--- src/rtl/message_display_arbiter.sv ---
// Selects what drives the seven-segment display: the game, or a SUCCESS/FAIL message.
// A message is shown after a short blank gap and then holds the display for a fixed time.
module message_display_arbiter #(
    parameter logic [31:0] HOLD_CYCLES  = 32'd400_000_000,
    parameter logic [31:0] BLANK_CYCLES = 32'd10_000_000
) (
    input  logic       basys_clock,
    input  logic       reset,
    input  logic [7:0] game_seg,
    input  logic [3:0] game_an,
    input  logic [7:0] success_seg,
    input  logic [3:0] success_an,
    input  logic [7:0] fail_seg,
    input  logic [3:0] fail_an,
    input  logic       success_trig,
    input  logic       fail_trig,
    output logic [7:0] seg,
    output logic [3:0] an,
    output logic       msg_active,
    output logic       msg_kind,
    output logic [1:0] dbg_state
);

    typedef enum logic [1:0] {
        GAME  = 2'd0,
        BLANK = 2'd1,
        SHOW  = 2'd2
    } state_t;

    // A zero-length phase still occupies one cycle, so its last count is 0.
    localparam logic [31:0] BLANK_LAST = (BLANK_CYCLES == 32'd0) ? 32'd0 : BLANK_CYCLES - 32'd1;
    localparam logic [31:0] HOLD_LAST  = (HOLD_CYCLES  == 32'd0) ? 32'd0 : HOLD_CYCLES  - 32'd1;

    state_t      state_q, state_d;
    logic [31:0] cnt_q, cnt_d;
    logic        s_trig_q, s_trig_d;
    logic        f_trig_q, f_trig_d;
    logic        msg_kind_q, msg_kind_d;
    logic        msg_active_q, msg_active_d;
    logic [7:0]  seg_q, seg_d;
    logic [3:0]  an_q, an_d;
    logic        s_rise, f_rise;

    always_comb begin
        s_rise     = success_trig & ~s_trig_q;
        f_rise     = fail_trig & ~f_trig_q;
        s_trig_d   = success_trig;
        f_trig_d   = fail_trig;
        state_d    = state_q;
        cnt_d      = cnt_q;
        msg_kind_d = msg_kind_q;

        if (state_q == GAME) begin
            cnt_d = 32'd0;
            if (f_rise || s_rise) begin
                state_d    = BLANK;
                msg_kind_d = f_rise;
            end
        end else if (state_q == BLANK || state_q == SHOW) begin
            // Fail preempts success; a same-kind rise restarts the current phase.
            if (f_rise && !msg_kind_q) begin
                state_d    = BLANK;
                msg_kind_d = 1'b1;
                cnt_d      = 32'd0;
            end else if (msg_kind_q ? f_rise : s_rise) begin
                cnt_d = 32'd0;
            end else if (state_q == BLANK && cnt_q == BLANK_LAST) begin
                state_d = SHOW;
                cnt_d   = 32'd0;
            end else if (state_q == SHOW && cnt_q == HOLD_LAST) begin
                state_d = GAME;
                cnt_d   = 32'd0;
            end else begin
                cnt_d = cnt_q + 32'd1;
            end
        end else begin
            state_d = GAME;
            cnt_d   = 32'd0;
        end
    end

    // Outputs follow the state being entered, so seg/an line up with state_q.
    always_comb begin
        seg_d        = 8'hFF;
        an_d         = 4'hF;
        msg_active_d = (state_d != GAME);
        case (state_d)
            GAME: begin
                seg_d = game_seg;
                an_d  = game_an;
            end
            SHOW: begin
                seg_d = msg_kind_d ? fail_seg : success_seg;
                an_d  = msg_kind_d ? fail_an  : success_an;
            end
            default: begin
                seg_d = 8'hFF;
                an_d  = 4'hF;
            end
        endcase
    end

    always_ff @(posedge basys_clock or posedge reset) begin
        if (reset) begin
            state_q      <= GAME;
            cnt_q        <= 32'd0;
            s_trig_q     <= 1'b0;
            f_trig_q     <= 1'b0;
            msg_kind_q   <= 1'b0;
            msg_active_q <= 1'b0;
            seg_q        <= 8'hFF;
            an_q         <= 4'hF;
        end else begin
            state_q      <= state_d;
            cnt_q        <= cnt_d;
            s_trig_q     <= s_trig_d;
            f_trig_q     <= f_trig_d;
            msg_kind_q   <= msg_kind_d;
            msg_active_q <= msg_active_d;
            seg_q        <= seg_d;
            an_q         <= an_d;
        end
    end

    assign seg        = seg_q;
    assign an         = an_q;
    assign msg_active = msg_active_q;
    assign msg_kind   = msg_kind_q;
    assign dbg_state  = state_q;

endmodule

--- config.mk ---
export PLATFORM = sky130hd
export DESIGN_NAME = message_display_arbiter
export DESIGN_NICKNAME = d
export VERILOG_FILES = /design/src/rtl/message_display_arbiter.sv
export SDC_FILE = /design/constraint.sdc
export NUM_CORES = 1
export LEC_CHECK = 0
export CAP_MARGIN = 0
export CORE_MARGIN = 2
export CORE_UTILIZATION = 30
export DETAILED_ROUTE_END_ITERATION = 12
export GPL_TIMING_DRIVEN = 0
export HOLD_SLACK_MARGIN = 0.02
export PLACE_DENSITY_LB_ADDON = 0.3
export SYNTH_ARGS = -nofsm -noshare
export SYNTH_HDL_FRONTEND = slang
export SYNTH_SLANG_ARGS = --single-unit
--- constraint.sdc ---
create_clock -name basys_clock -period 5.8 [get_ports basys_clock]
set_clock_uncertainty 0.15 [all_clocks]
set_input_delay 1.16 -clock basys_clock [delete_from_list [all_inputs] [get_ports basys_clock]]
set_output_delay 1.16 -clock basys_clock [all_outputs]
set_load 0.005 [all_outputs]
Word level (Yosys, flattened, before mapping)
Index checks and enable logic that the tools add are counted.

Register bits after elaboration: 50. Logic and storage cells: 49. Input bits: 40. Output and inout bits: 16.

Multiplexer cells: 22. Bitwise operators: 4. Eq/ne operators: 5. Add/subtract/negate cells: 1. Reduce and logical (&&, ||, !) cells: 9.

Operator list (count): 32-bit two-way mux (6); 32-bit by 1-bit adder with 32-bit output, second input constant (1); 32-bit by 24-bit == test with 1-bit output, second input constant (1); 32-bit by 29-bit == test with 1-bit output, second input constant (1); 8-bit one-hot mux with 2 select lines (1); 2-bit two-way mux (7); 8-bit two-way mux (1); 4-bit one-hot mux with 2 select lines (1); 1-bit two-way mux (5); 2-bit == test, second input constant (2); 2-bit logical NOT (2); 4-bit two-way mux (1); 1-bit logical AND (3); 1-bit bitwise AND (2); 2-bit by 1-bit == test with 1-bit output, second input constant (1); 1-bit logical OR (2); 1-bit inverter (2); 2-bit nonzero test (1); 1-bit logical NOT (1).

Longest topological paths before layout
Depth after elaboration: 10. Gate-level depth with buffers: 9.

Worst setup path before layout
No wires, ideal clock.

Kind: input to register. From: input fail_trig. To: register an_q[0], in the netlist an[0]. Arrival time: 2.600 ns. Library setup time: 0.081 ns. Stages on the path: 7. Slack: 2.969 ns. Cell sequence: or3b_1 -> a311oi_2 -> nand4_1 -> a21oi_2 -> buf_8 -> mux2i_1 -> nand2_1.

Cells in the longest elaborated chain, start to end: 8. Elaborated cells between the ends (all ways): 17.

RTL lines: from (decl) (RTL line 16) `input logic fail_trig,`; 1-bit bitwise AND * (RTL line 46) `f_rise = fail_trig & ~f_trig_q;`; 1-bit two-way mux (RTL line 65) `end else if (msg_kind_q ? f_rise : s_rise) begin`; 2-bit two-way mux (RTL line 65); 2-bit two-way mux (RTL line 61) `if (f_rise && !msg_kind_q) begin`; 2-bit two-way mux (RTL line 59) `end else if (state_q == BLANK || state_q == SHOW) begin`; 2-bit two-way mux (RTL line 53) `if (state_q == GAME) begin`; 2-bit == test / 2-bit logical NOT (equally long branches) (RTL line 87) `case (state_d)`; 4-bit one-hot mux with 2 select lines * (RTL line 87); via an_d[0] (RTL line 41) `logic [3:0] an_q, an_d;`; to (signal assigned) (RTL line 121) `an_q <= an_d;`; to (decl) (RTL line 41).

Mark *: on every way through the listed nets, which the timed path passes. The rest lies on a longest branch.

Final worst setup path
From: input fail_trig. To: register seg_q[2], in the netlist seg[2].

Cells in the longest elaborated chain, start to end: 8. Elaborated cells between the ends (all ways): 17.

RTL lines: 1-bit bitwise AND * (RTL line 46); 1-bit two-way mux (RTL line 65); 2-bit two-way mux (RTL line 65); 2-bit two-way mux (RTL line 61); 2-bit two-way mux (RTL line 59); 2-bit two-way mux (RTL line 53); 2-bit == test / 2-bit logical NOT (equally long branches) (RTL line 87); 8-bit one-hot mux with 2 select lines * (RTL line 87); via seg_d[2] (RTL line 40) `logic [7:0] seg_q, seg_d;`; to (signal assigned) (RTL line 120) `seg_q <= seg_d;`; to (decl) (RTL line 40).

Marks and branches as above.

==> impl_metrics.toml <==
[outcome]
status = "finished clean"

[routing]
drtIter0Drc = 135
routed_via_density = 4.81
remaining_drc_errors = 0
antenna_left = 0
drt_wl_total_um = 5540
wl_per_cell_um = 12.9
drtPass1Iterations = 4
vias = 2069

[floorplanning]
io_pins = 56
dieArea_um2 = 9570
core_um2 = 8640
initial_core_util = 0.306
die_w_um = 97.8
die_y_um = 97.8
std_cell_rows = 34

[critical_path]
endpoint_kind = "flip-flop"
worstPathMaxFanout = 10
arrival_ns = 3.36
crit_path_start = "fail_trig"
cp_slowest_cell = "clkdlybuf4s50_1"
cp_slowest_stage_delay_ns = 0.52
cp-start-kind = "input pin"
worst-setup-path-type = "in -> reg"
timing.rr.start = "cnt_q[0]"
crit_family = "buffers and inverters"
critPathRequiredTime_ns = 5.88
crit_chain = "clkdlybuf4s50_1 -> or3b_1 -> a311oi_2 -> nand4_1 -> a21oi_2 -> buf_8 -> mux2i_1 -> nand2_1"
path_buf_inv = 2

[global_route]
antenna_found_initial = 0
grt-ovfl-total = 0
grt_pass1_vias = 2047
grt_pass1_wl_um = 9670
grt_usage = 0.123
grt_max_degree = 30

[synthesis]
synth_edf_count = 0
synthCells = 258
ys_warn_count = 0
yosys_most_used_dff = "dfrtp_1"
ys_ff_latch = 50
yosysTopAreaCellShare = 0.360
synth.net_count = 302
synth_cell_types = 39
netlist_area_um2 = 2640
avgSynthCellArea_um2 = 10.2
synthTopCellsByArea = "dfrtp_1, dfstp_2, xor2_1"
synth_area_leader_cell = "dfrtp_1"
synth-seq-area-share = 0.479
synth-async-reset-ratio = 1.00

[clock_tree]
post_cts_buffers = 0
cts_tree = "yes"
cts_root_buffer = "clkbuf_8"
clkTransAtPathRegs_ns = 0.08
clk_latency_ns = 0.31
clock-sinks = 50
cts_max_path_buffers = 2
htree_levels = 2
cts_resized = 0
postCtsHoldBufs = 0
cts_inserted_buffers = 5

[layout]
n_fill_cell = 879
layout_common_cells = "clkdlybuf4s50_1, nor2_1, dfrtp_1, nand2_1, xor2_1"
area_delta_synth_final_pct = 30.3
final_cell_area_um2 = 3440
final_common_cell = "clkdlybuf4s50_1"
nNetsFinal = 365
utilization = 0.399
drive_gt1_frac = 0.130
antenna_cells = 0

[timing]
hold_viol_final = 0
rsz0062_at_grt = "false"
worst_slack_ns = 2.52
max_freq_ghz = 0.305
setup-tns-final_ns = 0
worstMarginPinSlew_ns = 0.572
fin_crit_sh = 0.566
slew_headroom = 0.613
finalSetupViolCount = 0
maxSlewViolCount = 0
hold_ws_ns = 0.351
period_needed_ns = 3.28

[min_path]
min-delay-start = "cnt_q[0]"
hp-class = "reg -> reg"

[placed_design]
port_buffers = 55
hpwl_um = 4120
dpl_cell_area_um2 = 3350
place.gp.congestion = 0.816
pre_cts_ws_ns = 2.17

[power]
p_leak_nw = 1.46
ir_drop_mv = 0.153
p_per_area_nw_per_um2 = 292

[flow_run]
maxCapViolCount = 0
==> cell type report <==
type	count	area [um^2]	share of cell area
tap	108	135	0.0393
timing repair buffer	56	571	0.166
multi-input combinational	195	1310	0.381
clock buffer	6	82.6	0.0240
buffer	7	40.0	0.0116
sequential	50	1270	0.368
inverter	6	22.5	0.00654
clock inverter	2	12.5	0.00364
==> power by group <==
part,total [mW],switching [mW],internal (mW)
Combinational,0.338,0.155,0.183
Clock,0.213,0.117,0.0961
Sequential,0.454,0.0272,0.427
==> Yosys cell counts, types with 2 or more instances <==
library cell / instances
o21ai_0: 3
nor2_1: 38
nor2b_1: 3
mux2i_1: 12
nand4_1: 11
nand3_1: 7
nor4bb_1: 2
and2_1: 2
and4_1: 9
ha_1: 4
clkbuf_1: 4
nor4b_1: 4
nor4_1: 2
mux2_2: 12
dfstp_2: 12
buf_2: 2
dfrtp_1: 38
nor3b_1: 2
nand2_1: 30
xor2_1: 21
xnor2_1: 9
and3_1: 7
a21oi_1: 2
or2b_1: 2
inv_1: 6
==> final timing paths <==
kind	end	slack [ns]	cells after the start
setup reg to reg	msg_active	3.26	8
min in group asynchronous	dbg_state[1]	1.03	2
hold reg to reg	cnt_q[0]	0.35	1
setup / recovery	seg[2]	2.52	8
hold / removal	cnt_q[0]	0.35	1
max in group asynchronous	cnt_q[11]	3.96	3
==> cells by family (layout without fill, tap and decap cells) <==
family | after synthesis | count (layout) | synth area share
mux | 24 | 24 | 0.0966
simple gates | 126 | 126 | 0.253
fa+ha+maj | 4 | 4 | 0.0189
flops | 50 | 50 | 0.479
xor+xnor | 30 | 30 | 0.0995
compound gates | 11 | 11 | 0.0289
buf+inv | 13 | 77 | 0.0237
==> flip-flops by register name, indices dropped and copies added (netlist names) <==
register / count
msg_kind: 1
f_trig_q: 1
cnt_q: 32
msg_active: 1
s_trig_q: 1
seg: 8
an: 4
dbg_state: 2
==> per-layer routing <==
| metal | up-vias | wire, um | GRT usage |
|---|---|---|---|
| met3 | 7 | 467 | 0.0422 |
| met1 | 980 | 2470 | 0.157 |
| met2 | 69 | 2540 | 0.197 |
| met5 | - | 0 | 0 |
| li1 | 1013 | - | - |
| met4 | 0 | 65 | 0.0353 |
==> through the flow <==
stage	power, mW	instances
2_1_floorplan	0.629	258
3_3_place_gp	0.802	421
3_5_place_dp	0.803	422
4_1_cts	1.02	430
5_1_grt	1.08	430
6_report	1.01	430
Power figures use the tool's default switching activity.
==> edit 1 (same flow settings) <==
Make the reset (`reset`) synchronous in one clocked block.
--- a/src/rtl/message_display_arbiter.sv
+++ b/src/rtl/message_display_arbiter.sv
@@ -100,7 +100,7 @@
         endcase
     end
 
-    always_ff @(posedge basys_clock or posedge reset) begin
+    always_ff @(posedge basys_clock) begin
         if (reset) begin
             state_q      <= GAME;
             cnt_q        <= 32'd0;
Formal check against the unedited RTL: differs if reset is asserted again (counterexample within 4 cycles, from zero or initial values and one cycle with reset high); with reset held inactive, the same outputs for 10 cycles.
==> edit 1 against the original RTL <==
  * Via count shrank 3.9%
  * Die area shrank 9.3%
  * Critical path type unchanged
  * Core utilization grew 0.98 points
  * Critical path depth is the same
  * Sequential cell count is the same
  * Register-to-register slack lost 0.11 ns
  * Design area shrank 8.3%
  * Highest routed layer unchanged
  * Global-route usage grew 0.56 points
  * Synthesized area shrank 9.7%
  * Cell count shrank 0.93%
  * Setup slack gained 0.0091 ns
  * Wire length shrank 6.4%
Power is not compared: it rests on default switching activity, and its combinational part moved more than twofold at a synthesized area within 25%.
==> edit 1: results (changes against the original RTL) <==
{| class="wikitable"
! Metric !! Value
|-
| Multi-input combinational gate total || 200 (was 195)
|-
| Post-detailed-routing wire length || 5.185 mm (was 5.541 mm)
|-
| Placed inst area || 3064 µm² (was 3347 µm²)
|-
| Number of fill cells in the layout || 787 (was 879)
|-
| Clock buf/inv share || 0.02895 (was 0.02763)
|-
| Multiplexer share of the synthesized area || 0.1070 (was 0.09664)
|-
| Global-route wire length before repair || 8.721 mm (was 9.673 mm)
|-
| Share of final-layout standard cells stronger than drive strength 1 || 0.07407 (was 0.1304)
|-
| IO buf count || 55 (unchanged)
|-
| Adder and majority gate portion of the synthesized area || 0.02098 (was 0.01895)
|-
| Fraction of area in multi-input gates || 0.4219 (was 0.3813)
|-
| Overall routing resource usage || 0.1281 (was 0.1226)
|-
| Routed metal-1 wire length || 2.320 mm (was 2.472 mm)
|-
| Final RePlAce weighted congestion || 0.7605 (was 0.8155)
|-
| Pin count of the biggest net entering global routing || 15 (was 30)
|-
| Wire length on met3 || 568 µm (was 467 µm)
|-
| Sequential element share of the synthesized area || 0.4195 (was 0.4794)
|-
| Routed length on met2 || 2.228 mm (was 2.537 mm)
|-
| Number of cell instances on the worst register-to-register path || 9 (was 8)
|-
| HPWL after DPL || 3.974 mm (was 4.121 mm)
|-
| Tightest Pin Transition || 0.7394 ns (was 0.5721 ns)
|-
| Xor/xnor share of the synthesized area || 0.1101 (was 0.09948)
|-
| Number of library cell types mapped by synthesis || 38 (was 39)
|-
| Worst slack at placement || 2.152 ns (was 2.175 ns)
|-
| Drt pass-1 iters || 5 (was 4)
|-
| Reg area || 1001 µm² (was 1266 µm²)
|-
| Cell types occupying the most area after synthesis || dfxtp_1, xor2_1, nor2_1 (was dfrtp_1, dfstp_2, xor2_1)
|-
| Power dissipated by switching net loads || 0.1572 mW
|-
| Post-synthesis net count || 305 (was 302)
|-
| Critical path arrival || 3.32 ns (was 3.36 ns)
|-
| Number of DRC violations after detailed-routing iteration 0 || 74 (was 135)
|-
| Ranking of synthesized cells by instance count || dfxtp_1, nor2_1, nand2_1, xor2_1, nand3_1 (was dfrtp_1, nor2_1, nand2_1, xor2_1)
|-
| Routed via count || 1,989 (was 2,069)
|-
| Clock Latency Late Sink || 0.31 ns (about the same)
|-
| Peak ir drop on the vdd network || 0.00008827 V
|-
| GR Util met2 || 0.1866 (was 0.1965)
|-
| Global routing usage on met3 || 0.07172 (was 0.04223)
|-
| Number of nets in the finished design || 367 (was 365)
|-
| Proportion of register bits with asynchronous set or reset after synthesis || 0 (was 1.000)
|-
| Global-route track usage on met1 || 0.1591 (was 0.1575)
|-
| Number of clock buffers in the layout || 7 (was 6)
|-
| Non-clock buffering overhead in the final layout || 0.1879 (was 0.1774)
|-
| Nonclk inv count || 3 (was 6)
|-
| Status || finished clean (unchanged)
|-
| Number of global-route vias before repair || 1,857 (was 2,047)
|-
| Area fraction in compound gates after synthesis || 0.04090 (was 0.02890)
|-
| Seq Cell Count || 50 (unchanged)
|}
## edit 1: critical path: stages
cell and delay [ns]:
clkdlybuf4s50_1 0.46, nand2b_1 0.21, nand2_1 0.08, o22ai_1 0.36, clkbuf_1 0.46, mux2_2 0.39
mux2i_1 0.12, nand2_1 0.08
## edit 1: stage by stage
| stage | cells | util |
|---|---|---|
| final | 426 | 0.4084 |
| after floorplan | 261 | - |
| after detailed placement | 418 | 0.3965 |
| after global routing | 426 | 0.4084 |
| after global placement | 418 | 0.3965 |
| after CTS | 426 | 0.4084 |
## edit 1: worst paths after layout
kind                      startpoint             endpoint  slack (ns)
min              cnt_q[0]$_SDFF_PP0_  cnt_q[0]$_SDFF_PP0_        0.32
max                        fail_trig     an[3]$_SDFF_PP1_        2.53
max reg2reg  dbg_state[1]$_SDFF_PP0_     an[3]$_SDFF_PP1_        3.15
min reg2reg      cnt_q[0]$_SDFF_PP0_  cnt_q[0]$_SDFF_PP0_        0.32
==> edit 2 (config.mk and constraints unchanged) <==
Made on the original files. `BLANK_CYCLES`: 32'd10_000_000 -> 32'd8388608.
--- a/src/rtl/message_display_arbiter.sv
+++ b/src/rtl/message_display_arbiter.sv
@@ -2,7 +2,7 @@
 // A message is shown after a short blank gap and then holds the display for a fixed time.
 module message_display_arbiter #(
     parameter logic [31:0] HOLD_CYCLES  = 32'd400_000_000,
-    parameter logic [31:0] BLANK_CYCLES = 32'd10_000_000
+    parameter logic [31:0] BLANK_CYCLES = 32'd8388608
 ) (
     input  logic       basys_clock,
     input  logic       reset,
Formal check against the unedited RTL: no difference found for any inputs over 10 cycles, from zero or initial values and one cycle with reset high; that may be too few to reach the edited logic, so the function may still have changed.
==> edit 2 against the original RTL <==
  * Synthesized area increased by 4.1%
  * Design area increased by 2.8%
  * Cell count increased by 3.0%
  * Count of clock-buffer cells in the layout increased by 1
  * Via count increased by 2.9%
  * Setup slack got worse by 0.12 ns
  * Sequential cell count unchanged
  * Wire length increased by 6.4%
  * Core utilization increased by 0.34 points
  * Power about the same
  * Synthesized cell count increased by 5.0%
==> edit 2: results (changes against the original RTL) <==
{| class="wikitable"
! Metric !! Value
|-
| Status || finished clean (unchanged)
|-
| Pin count of the biggest net entering global routing || 27 (was 30)
|-
| Ranking of synthesized cells by instance count || nor2_1, dfrtp_1, nand2_1, xor2_1 (was dfrtp_1, nor2_1, nand2_1, xor2_1)
|-
| Cell types occupying the most area after synthesis || dfrtp_1, dfstp_2, xor2_1 (unchanged)
|-
| Global routing usage on met3 || 0.05552 (was 0.04223)
|-
| Tightest Pin Transition || 1.137 ns (was 0.5721 ns)
|-
| Global-route track usage on met1 || 0.1614 (was 0.1575)
|-
| CP peak stage delay || 0.50 ns (was 0.52 ns)
|-
| Sequential element share of the synthesized area || 0.4604 (was 0.4794)
|-
| Post-detailed-route via-to-cell ratio || 4.808 (was 4.812)
|-
| GR Util met2 || 0.1975 (was 0.1965)
|-
| Syn. warnings || 0 (unchanged)
|-
| Global-route wire length before repair || 10.17 mm (was 9.673 mm)
|-
| Number of fill cells in the layout || 850 (was 879)
|-
| Final RePlAce weighted congestion || 0.8018 (was 0.8155)
|-
| Peak ir drop on the vdd network || 0.0001199 V (was 0.0001533 V)
|-
| Worst reg2reg startpoint || dbg_state[0]$_DFF_PP0_ (was cnt_q[0]$_DFF_PP0_)
|-
| Critical path arrival || 3.49 ns (was 3.36 ns)
|-
| Average footprint of a synthesized cell || 10.15 µm² (was 10.24 µm²)
|-
| Post-synthesis net count || 315 (was 302)
|-
| HPWL after DPL || 4.507 mm (was 4.121 mm)
|-
| Number of nets in the finished design || 378 (was 365)
|-
| Leak || 1.488 nW (was 1.460 nW)
|-
| Post-detailed-routing wire length || 5.897 mm (was 5.541 mm)
|-
| Share of final-layout standard cells stronger than drive strength 1 || 0.1552 (was 0.1304)
|-
| Number of DRC violations after detailed-routing iteration 0 || 92 (was 135)
|-
| Full die area || 9949 µm² (was 9571 µm²)
|-
| Overall routing resource usage || 0.1268 (was 0.1226)
|-
| Number of global-route vias before repair || 2,191 (was 2,047)
|}
edit 2: changes by cell type after synthesis, moves of 3 or more:
cell,unedited run,this run
and3_1,7,0
and4_1,9,5
clkbuf_1,4,1
nand2_1,30,37
nand3_1,7,11
nor2_1,38,44
nor4b_1,4,1
or4_1,0,4
edit 2: kinds of logic after synthesis:
| group | after synthesis | synth area share |
|---|---|---|
| AO/OA/AOI/OAI | 13 | 0.04504 |
| XOR/XNOR | 29 | 0.09236 |
| adder cells (fa/ha/maj) | 4 | 0.01820 |
| buffers and inverters | 15 | 0.03093 |
| flip-flops | 50 | 0.4604 |
| multiplexers | 24 | 0.09281 |
| AND/OR/NAND/NOR | 136 | 0.2602 |
edit 2: worst paths after layout:
path                                          end  slack (ns)  cells after the start
max                               an[3]$_DFF_PP1_        2.40                      8
min                            cnt_q[0]$_DFF_PP0_        0.35                      1
min reg2reg                    cnt_q[0]$_DFF_PP0_        0.35                      1
min in group asynchronous  dbg_state[0]$_DFF_PP0_        1.06                      2
max reg2reg                       an[3]$_DFF_PP1_        3.03                      9
max in group asynchronous        seg[3]$_DFF_PP1_        3.85                      3
edit 2: layer usage:
metal  vias up  share of wire  wire, µm
li1       1055              -         -
met1       993           0.44      2587
met2        75           0.45      2642
met3         7          0.098       578
met4         0          0.015        89
met5         -              0         0
edit 2: critical path, delay by kind of cell:
family	cells	cell delay, ns
muxes	2	0.53
and+or+nand+nor	3	0.48
AOI/OAI and AO/OA	1	0.37
buffers and inverters	2	0.94
edit 2: layout make-up:
| class | count | area, µm² | area share |
|---|---|---|---|
| Inverter | 7 | 26.28 | 0.007423 |
| Sequential cell | 50 | 1266 | 0.3577 |
| Tap cell | 108 | 135.1 | 0.03818 |
| Buffer | 8 | 58.81 | 0.01661 |
| Multi-Input combinational cell | 206 | 1399 | 0.3952 |
| Timing Repair Buffer | 56 | 570.5 | 0.1612 |
| Clock buffer | 7 | 76.32 | 0.02156 |
| Clock inverter | 1 | 7.507 | 0.002121 |
edit 2: power by group:
group / leakage (nW) / internal [mW] / total [mW] / switching [mW]
registers: 0.642 / 0.420 / 0.451 / 0.0313
logic: 0.808 / 0.186 / 0.354 / 0.168
clock network: 0.0385 / 0.0856 / 0.200 / 0.115
total: 1.49 / 0.691 / 1.01 / 0.314
edit 2: metrics by stage:
stage	utilization	worst slack [ns]	std cells	cell area, µm²
3_3_place_gp	0.3902	2.054	434	3436
6_report	0.4020	2.400	443	3540
5_1_grt	0.4020	2.223	443	3540
2_1_floorplan	-	2.926	271	2750
4_1_cts	0.4020	2.346	443	3540
3_5_place_dp	0.3924	2.009	435	3456
